**config.mk**
```make
export PLATFORM = sky130hd
export DESIGN_NAME = mult_seq_ctrl_flat
export DESIGN_NICKNAME = d
export VERILOG_FILES = /design/src/rtl/mult_seq_ctrl_if.sv /design/src/rtl/mult_seq_ctrl.sv /design/src/flat_wrapper.sv
export SDC_FILE = /design/constraint.sdc
export NUM_CORES = 1
export LEC_CHECK = 0
export BUFFER_PORTS_ARGS = -buffer_cell sky130_fd_sc_hd__buf_2
export CORE_UTILIZATION = 40
export CTS_BUF_LIST = sky130_fd_sc_hd__clkbuf_8
export DETAILED_ROUTE_END_ITERATION = 10
export PLACE_DENSITY = 0.7
export SLEW_MARGIN = 20
export SYNTH_ARGS = -nofsm -noshare
export SYNTH_HDL_FRONTEND = slang
export SYNTH_SLANG_ARGS = --single-unit
```
**constraint.sdc**
```tcl
create_clock -name clk -period 1.7 [get_ports clk]
set_input_delay 0.17 -clock clk [delete_from_list [all_inputs] [get_ports clk]]
set_output_delay 0.17 -clock clk [all_outputs]
set_load 0.1 [all_outputs]
```
**src/rtl/mult_seq_ctrl_if.sv**
```systemverilog
// Bundles the multiply-control signals between the decode/execute pipeline
// and the sequential multiplier controller.
// The master side is the pipeline that drives decode information. The slave
// side is the controller that returns the start, stall and write controls.
interface mult_seq_ctrl_if;
    // Decode-stage information and the external stall source
    logic        start_mult_d;
    logic        mult_sign_d;
    logic [1:0]  outselect_d;
    logic        stall_in;

    // Controller outputs
    logic        mult_start_e;
    logic        mult_sign_e;
    logic        hilo_we;
    logic        stall_f;
    logic        stall_d;
    logic        flush_e;
    logic        mult_busy;
    logic [15:0] stall_cnt;

    modport master (
        output start_mult_d, mult_sign_d, outselect_d, stall_in,
        input  mult_start_e, mult_sign_e, hilo_we, stall_f, stall_d,
               flush_e, mult_busy, stall_cnt
    );

    modport slave (
        input  start_mult_d, mult_sign_d, outselect_d, stall_in,
        output mult_start_e, mult_sign_e, hilo_we, stall_f, stall_d,
               flush_e, mult_busy, stall_cnt
    );
endinterface

```
**src/rtl/mult_seq_ctrl.sv**
```systemverilog
// Sequential multiplier controller. It runs a three-state FSM
// (IDLE -> BUSY -> DONE) that issues one start pulse, waits a fixed number
// of cycles (MULT_LATENCY), and then pulses the HI/LO write enable.
// While an operation is in flight, a dependent decode-stage instruction
// stalls fetch and decode and inserts a bubble into execute.
// Optional feature: define MULT_STALL_CNT_EN to build a saturating 16-bit
// counter of hazard-stall cycles. Without it, stall_cnt reads as zero.
module mult_seq_ctrl #(
    parameter int MULT_LATENCY = 32   // BUSY cycles per operation, 2..63
) (
    input  logic              clk,
    input  logic              reset,
    mult_seq_ctrl_if.slave    bus
);

    typedef enum logic [1:0] {
        S_IDLE = 2'd0,
        S_BUSY = 2'd1,
        S_DONE = 2'd2
    } state_t;

    // The counter is loaded with LATENCY-1. BUSY ends on the cycle where it
    // reads zero, so BUSY lasts exactly MULT_LATENCY cycles.
    localparam logic [5:0] LAT_M1 = 6'(MULT_LATENCY - 1);

    state_t      r_state;
    logic [5:0]  r_cnt;
    logic        r_mult_start;
    logic        r_mult_sign;
    logic        r_hilo_we;
    logic [15:0] w_stall_cnt;

    logic        w_accept;
    logic        w_busy;
    logic        w_dep;
    logic        w_hazard;

    // The external stall only gates acceptance. Once the operation is
    // running, its duration is fixed.
    assign w_accept = (r_state == S_IDLE) && bus.start_mult_d && !bus.stall_in;
    assign w_busy   = (r_state == S_BUSY) || (r_state == S_DONE);

    // These decode instructions need the multiplier: another multiply, or a
    // read of HI or LO. ALU results and other selects are independent.
    assign w_dep    = bus.start_mult_d
                   || (bus.outselect_d == 2'b01)
                   || (bus.outselect_d == 2'b10);
    assign w_hazard = w_busy && w_dep;

    // Main FSM. The start pulse and the HI/LO write are registered outputs.
    always_ff @(posedge clk) begin
        if (reset) begin
            r_state      <= S_IDLE;
            r_cnt        <= 6'd0;
            r_mult_start <= 1'b0;
            r_mult_sign  <= 1'b0;
            r_hilo_we    <= 1'b0;
        end else begin
            r_mult_start <= 1'b0;
            r_hilo_we    <= 1'b0;
            case (r_state)
                S_IDLE: begin
                    if (w_accept) begin
                        r_state      <= S_BUSY;
                        r_cnt        <= LAT_M1;
                        r_mult_sign  <= bus.mult_sign_d;
                        r_mult_start <= 1'b1;
                    end
                end
                S_BUSY: begin
                    if (r_cnt == 6'd0) begin
                        r_state   <= S_DONE;
                        r_hilo_we <= 1'b1;
                    end else begin
                        r_cnt <= r_cnt - 6'd1;
                    end
                end
                S_DONE: begin
                    r_state <= S_IDLE;
                end
                default: begin
                    r_state <= S_IDLE;
                end
            endcase
        end
    end

`ifdef MULT_STALL_CNT_EN
    logic [15:0] r_stall_cnt;

    // Count every hazard-stall cycle. The count sticks at all-ones and is
    // cleared only by reset.
    always_ff @(posedge clk) begin
        if (reset) begin
            r_stall_cnt <= 16'd0;
        end else if (w_hazard && (r_stall_cnt != 16'hFFFF)) begin
            r_stall_cnt <= r_stall_cnt + 16'd1;
        end
    end

    assign w_stall_cnt = r_stall_cnt;
`else
    assign w_stall_cnt = 16'd0;
`endif

    assign bus.mult_start_e = r_mult_start;
    assign bus.mult_sign_e  = r_mult_sign;
    assign bus.hilo_we      = r_hilo_we;
    assign bus.stall_f      = w_hazard;
    assign bus.stall_d      = w_hazard;
    assign bus.flush_e      = w_hazard;
    assign bus.mult_busy    = w_busy;
    assign bus.stall_cnt    = w_stall_cnt;

endmodule

```
**src/flat_wrapper.sv**
```systemverilog
// flat-port wrapper written by rule: the top's interface ports become plain ports
module mult_seq_ctrl_flat 
#(
    parameter int MULT_LATENCY = 32                                      
)
  (clk, reset, bus_start_mult_d, bus_mult_sign_d, bus_outselect_d, bus_stall_in, bus_mult_start_e, bus_mult_sign_e, bus_hilo_we, bus_stall_f, bus_stall_d, bus_flush_e, bus_mult_busy, bus_stall_cnt);
  mult_seq_ctrl_if bus_i ();
  input  logic clk;
  input  logic reset;
  input wire logic [$bits(bus_i.start_mult_d)-1:0] bus_start_mult_d;
  input wire logic [$bits(bus_i.mult_sign_d)-1:0] bus_mult_sign_d;
  input wire logic [$bits(bus_i.outselect_d)-1:0] bus_outselect_d;
  input wire logic [$bits(bus_i.stall_in)-1:0] bus_stall_in;
  output wire logic [$bits(bus_i.mult_start_e)-1:0] bus_mult_start_e;
  output wire logic [$bits(bus_i.mult_sign_e)-1:0] bus_mult_sign_e;
  output wire logic [$bits(bus_i.hilo_we)-1:0] bus_hilo_we;
  output wire logic [$bits(bus_i.stall_f)-1:0] bus_stall_f;
  output wire logic [$bits(bus_i.stall_d)-1:0] bus_stall_d;
  output wire logic [$bits(bus_i.flush_e)-1:0] bus_flush_e;
  output wire logic [$bits(bus_i.mult_busy)-1:0] bus_mult_busy;
  output wire logic [$bits(bus_i.stall_cnt)-1:0] bus_stall_cnt;
  assign bus_i.start_mult_d = bus_start_mult_d;
  assign bus_i.mult_sign_d = bus_mult_sign_d;
  assign bus_i.outselect_d = bus_outselect_d;
  assign bus_i.stall_in = bus_stall_in;
  assign bus_mult_start_e = bus_i.mult_start_e;
  assign bus_mult_sign_e = bus_i.mult_sign_e;
  assign bus_hilo_we = bus_i.hilo_we;
  assign bus_stall_f = bus_i.stall_f;
  assign bus_stall_d = bus_i.stall_d;
  assign bus_flush_e = bus_i.flush_e;
  assign bus_mult_busy = bus_i.mult_busy;
  assign bus_stall_cnt = bus_i.stall_cnt;
  mult_seq_ctrl #(.MULT_LATENCY(MULT_LATENCY)) u_core (.clk(clk), .reset(reset), .bus(bus_i));
endmodule
```
======== Yosys cells after proc, flatten, opt, wreduce, memory -nomap -nowiden ========
Index checks and enable logic that the tools add are counted.
storage, ports and cells
  flip-flop bits (word level) ............. 11
  word-level logic and storage cells ...... 38
operators by class
  add/sub/neg operators ................... 1
  equal/unequal tests ..................... 7
  mux-type cells .......................... 8
  bitwise operators ....................... 2
  reductions and logical operators ........ 15
operator list
  kind                                                                number
  6-bit two-way mux                                                   2
  6-bit case mux with 2 select lines                                  1
  6-bit zero test                                                     1
  6-bit by 1-bit subtractor with 6-bit output, second input constant  1
  2-bit by 1-bit == test with 1-bit output, second input constant     2
  2-bit == test, second input constant                                2
  2-bit two-way mux                                                   2
  2-bit != test, second input constant                                2
  2-bit case mux with 2 select lines                                  1
  2-bit AND reduction                                                 2
  2-bit OR reduction                                                  2
  1-bit logical AND                                                   3
  1-bit logical OR                                                    3
  3-bit AND reduction                                                 1
  2-bit zero test                                                     1
  1-bit two-way mux                                                   2
  2-bit by 1-bit != test with 1-bit output, second input constant     1
  1-bit NOT                                                           2
  2-bit nonzero test                                                  1
  1-bit zero test                                                     1

======== Longest topological paths before layout ========
  depth in word-level cells ............... 5
  mapped depth ............................ 6
  gate-level depth less buffers ........... 6

======== Worst setup path before layout ========
OpenSTA, ideal clock, no wires.
  kind .................................... register to output
  from .................................... register u_core.r_state[0]
  to ...................................... output bus_stall_d
  arrival time ............................ 2.537 ns
  required time ........................... 1.530 ns
  path slack .............................. -1.007 ns
  stages on the path, launching flop included .. 5
  path through ............................ dfxtp_1 > inv_1 > ha_1 > o21a_1 > buf_4
on the way
  word-level cells in the longest chain between the ends .. 3
  elaborated cells between the ends (all ways) .. 4
  classes of those cells .................. eq/ne (2); reduce/logical (2)
ends and longest elaborated chain
  item                                                                       RTL line             RTL
  start: declaration                                                         mult_seq_ctrl.sv:26  state_t r_state;
  start signal: assignment                                                   mult_seq_ctrl.sv:53  r_state <= S_IDLE;
  start signal: assignment                                                   mult_seq_ctrl.sv:64  r_state <= S_BUSY;
  start signal: assignment                                                   mult_seq_ctrl.sv:72  r_state <= S_DONE;
  2-bit by 1-bit == test with 1-bit output or 2-bit == test (tied branches)  mult_seq_ctrl.sv:41  assign w_busy = (r_state == S_BUSY) || (r_state == S_DONE);
  1-bit logical OR (*)                                                       mult_seq_ctrl.sv:41
  via bus_mult_busy                                                          flat_wrapper.sv:20   output wire logic [$bits(bus_i.mult_busy)-1:0] bus_mult_busy;
  1-bit logical AND (*)                                                      mult_seq_ctrl.sv:48  assign w_hazard = w_busy && w_dep;
  end: declaration                                                           flat_wrapper.sv:18   output wire logic [$bits(bus_i.stall_d)-1:0] bus_stall_d;
Mark *: on every way through the listed nets, which the timed path passes. The rest lies on a longest branch.

======== Worst setup path in the final report ========
  from .................................... register u_core.r_cnt[0]
  to ...................................... register u_core.r_cnt[5]
on the way
  word-level cells in the longest chain between the ends .. 3
  elaborated cells between the ends (all ways) .. 6
  classes of those cells .................. add/sub (1); eq/ne (1); mux (2); reduce/logical (2)
ends and longest elaborated chain
  item                                                                            RTL line                                  RTL
  start: declaration                                                              mult_seq_ctrl.sv:27                       logic [5:0] r_cnt;
  start signal: assignment                                                        mult_seq_ctrl.sv:75                       r_cnt <= r_cnt - 6'd1;
  6-bit by 1-bit subtractor with 6-bit output or 6-bit zero test (tied branches)  mult_seq_ctrl.sv:75, mult_seq_ctrl.sv:71
  6-bit two-way mux or 2-bit != test (tied branches)                              --
  6-bit case mux with 2 select lines or 3-bit AND reduction (tied branches)       --
Several ways; a longest one is shown, not always the timed one. The select of a mux whose other input is x is not followed.
A chain may end at the register's enable or synchronous reset.

==> summary.md <==
| Metric | Value |
|---|---|
| Final ANT Viol Nets | `0` |
| Crit-path max FO | `7` |
| Worst skew pair latency | `between 0.2 and 0.25 ns` |
| CTS buffer count | `3` |
| Synth-to-Final Area Change | `23.0%` |
| Finished Cell Area | `roughly 940 um^2` |
| Initial antenna violation count | `0` |
| Clock-pin slew on the worst setup and hold paths | `~0.05 ns` |
| CTS tree | `built` |
| Post-synth EDFFs | `0` |
| Vias per cell | `about 4.9` |
| Final period util | `between 90% and 100%` |
| CTS H-Tree Depth | `1` |
| Inst Count DP | `roughly 130` |
| Setup Total Neg Slack | `0 ns` |
| FFs w/ async S/R, synth | `0%` |
| CP required | `approximately 1.8 ns` |
| Ys Warns | `0` |
| Grt ovf | `0` |
| CTS root buffer | `clkbuf_8` |
| Wire per inst | `~11 um` |
| Final setup viols | `0` |
| Top FF cell, synth | `dfxtp_1` |
| Vias in the first global route | `approximately 580` |
| Yosys reg bits | `11` |
| Commonest cells after routing, fill and taps aside | `conb_1 (16), buf_2 (12), buf_4 (9), dfxtp_1 (9), nor2_1 (6)` |
| IO Port Bufs | `13` |
| RSZ-0062 raised after global routing | `true` |
| Non-Filler Instances | `134` |
| Ant. Diodes | `0` |
| Dpl hpwl | `about 1.1 mm` |
| Die footprint | `about 2100 um^2` |
| Syn Std Cell Area | `between 700 and 800 um^2` |
| Outcome | `finished clean` |
| Most common cell after layout, fill and taps aside | `conb_1` |
| Clock Path Buffers | `2` |
| Gpl congestion | `~0.84` |
| Top-area cell type share of the netlist area | `between 20 and 30%` |
| Min cycle time layout | `1.69 ns` |
| Placement Cell Area | `roughly 840 um^2` |
| Largest net degree at the start of global routing | `12` |
| DRC | `0` |
| CP Capture Type | `flop` |
| Fin Clk Skew | `between 0.0008 and 0.0009 ns` |
| Worst Setup Start Kind | `flop` |
| Core ar. | `between 1500 and 2000 um^2` |
| # rows | `15` |
| Overall via count from detail_route | `~660` |
| Pre-Repair DR Iteration Count | `3` |
| First-pass GRT wire length | `between 2 and 2.5 mm` |
| Synth Instances | `89` |
| Fraction of layout cells with a size suffix above 1 | `36.7%` |
| DRT iter0 DRCs | `12` |
| Nets@finish | `122` |
| Crit path DAT | `about 1.8 ns` |
| Drt total wl | `roughly 1.5 mm` |
| Fin. max-slew vios | `0` |
| HP Class | `primary input to flop` |
| Total of max-cap violations | `0` |
| Io pins | `30` |
| Top post-synthesis cells by area | `dfxtp_1 (29%), buf_4 (18%), ha_1 (8.2%), a311oi_1 (3.4%), inv_1 (2.9%)` |
| Total GRT Usage | `between 15 and 20%` |
| Largest area contributor in the synthesized netlist | `dfxtp_1` |
| Starting density of the core | `43.4%` |
| Mean Syn Cell Area | `approximately 8.6 um^2` |
| Share of the yosys chip area belonging to registers | `between 20% and 30%` |
| Clk sinks | `11` |
| Horiz. Die Dim | `approximately 46 um` |
| Die H | `approximately 46 um` |
| Setup CP Type | `flop to flop` |
| Final core occ | `53.4%` |
| Max Freq | `0.591 GHz` |
| Hold Vio Cnt, Final | `0` |
| Cell variety after synth | `33` |
final cells by class:
class	count	area, um^2
multi-input combinational	66	485
timing repair buffer	22	135
clock buffer	3	41.3
tap	25	31.3
inverter	6	22.5
fill	184	822
clock inverter	1	3.75
sequential	11	223
flip-flops by register name (all words and copies together), names as in the netlist:
register and count:
u_core.bus.mult_start_e 1, u_core.bus.mult_sign_e 1, u_core.bus.hilo_we 1, u_core.r_cnt 6, u_core.r_state 2
kinds of logic after synthesis:
logic type / Yosys count / share of synthesized area (%)
buffers and inverters: 27 / 22.1
AND/OR/NAND/NOR: 23 / 17.5
AO/OA/AOI/OAI: 20 / 20.6
flip-flops: 11 / 28.8
adder cells (fa/ha/maj): 5 / 8.17
other: 1 / 0.490
XOR/XNOR: 1 / 1.14
multiplexers: 1 / 1.31
Yosys cell counts (all sizes together) (2+ instances only):
cell type and n:
a211oi 2, a21oi 3, a311oi 3, a31oi 3
and2 2, buf 18, clkbuf 3, dfxtp 11
ha 5, inv 6, nand2 2, nand2b 3
nor2 6, nor3 3
metal layers:
metal	vias up	track usage [%]	wire (um)
li1	321	-	-
met1	315	16.2	627
met2	18	26.6	809
met3	2	5.16	70
met4	0	9.41	19
met5	-	0	0
final timing paths:
| path | startpoint | cells after the start | slack, ns | to |
|---|---|---|---|---|
| min reg2reg | u_core.bus.mult_sign_e$_SDFFE_PP0P_ | 2 | 0.49 | u_core.bus.mult_sign_e$_SDFFE_PP0P_ |
| max reg2reg | u_core.r_cnt[0]$_SDFFE_PP0P_ | 6 | 0.008 | u_core.r_cnt[5]$_SDFFE_PP0P_ |
| max | u_core.r_cnt[0]$_SDFFE_PP0P_ | 6 | 0.008 | u_core.r_cnt[5]$_SDFFE_PP0P_ |
| min | bus_mult_sign_d | 3 | 0.17 | u_core.bus.mult_sign_e$_SDFFE_PP0P_ |
repair_timing:
action	in CTS	in global routing
pin swaps	2	1
hold buffers	0	0
setup endpoints to repair	1	5
resized for setup	4	8
setup buffers	2	1
through the flow:
stage | worst slack (ns) | hold slack, ns
after detailed placement | -0.00474 | 0.418
after floorplan | -0.0623 | 0.314
after CTS | 0.0193 | 0.173
after global routing | -0.0319 | 0.225
after global placement | 0.0292 | 0.411
final | 0.00833 | 0.169
worst max-delay path, stage by stage, from the launching register on:
cell     delay, ns
dfxtp_2       0.32
inv_2         0.08
ha_4          0.12
or4b_4        0.48
o22a_4        0.24
and4_4        0.15
o221a_1       0.19
Power is left out: the tool's default activity adds up to more than one toggle a clock period on the data nets, which glitch-free logic cannot reach.
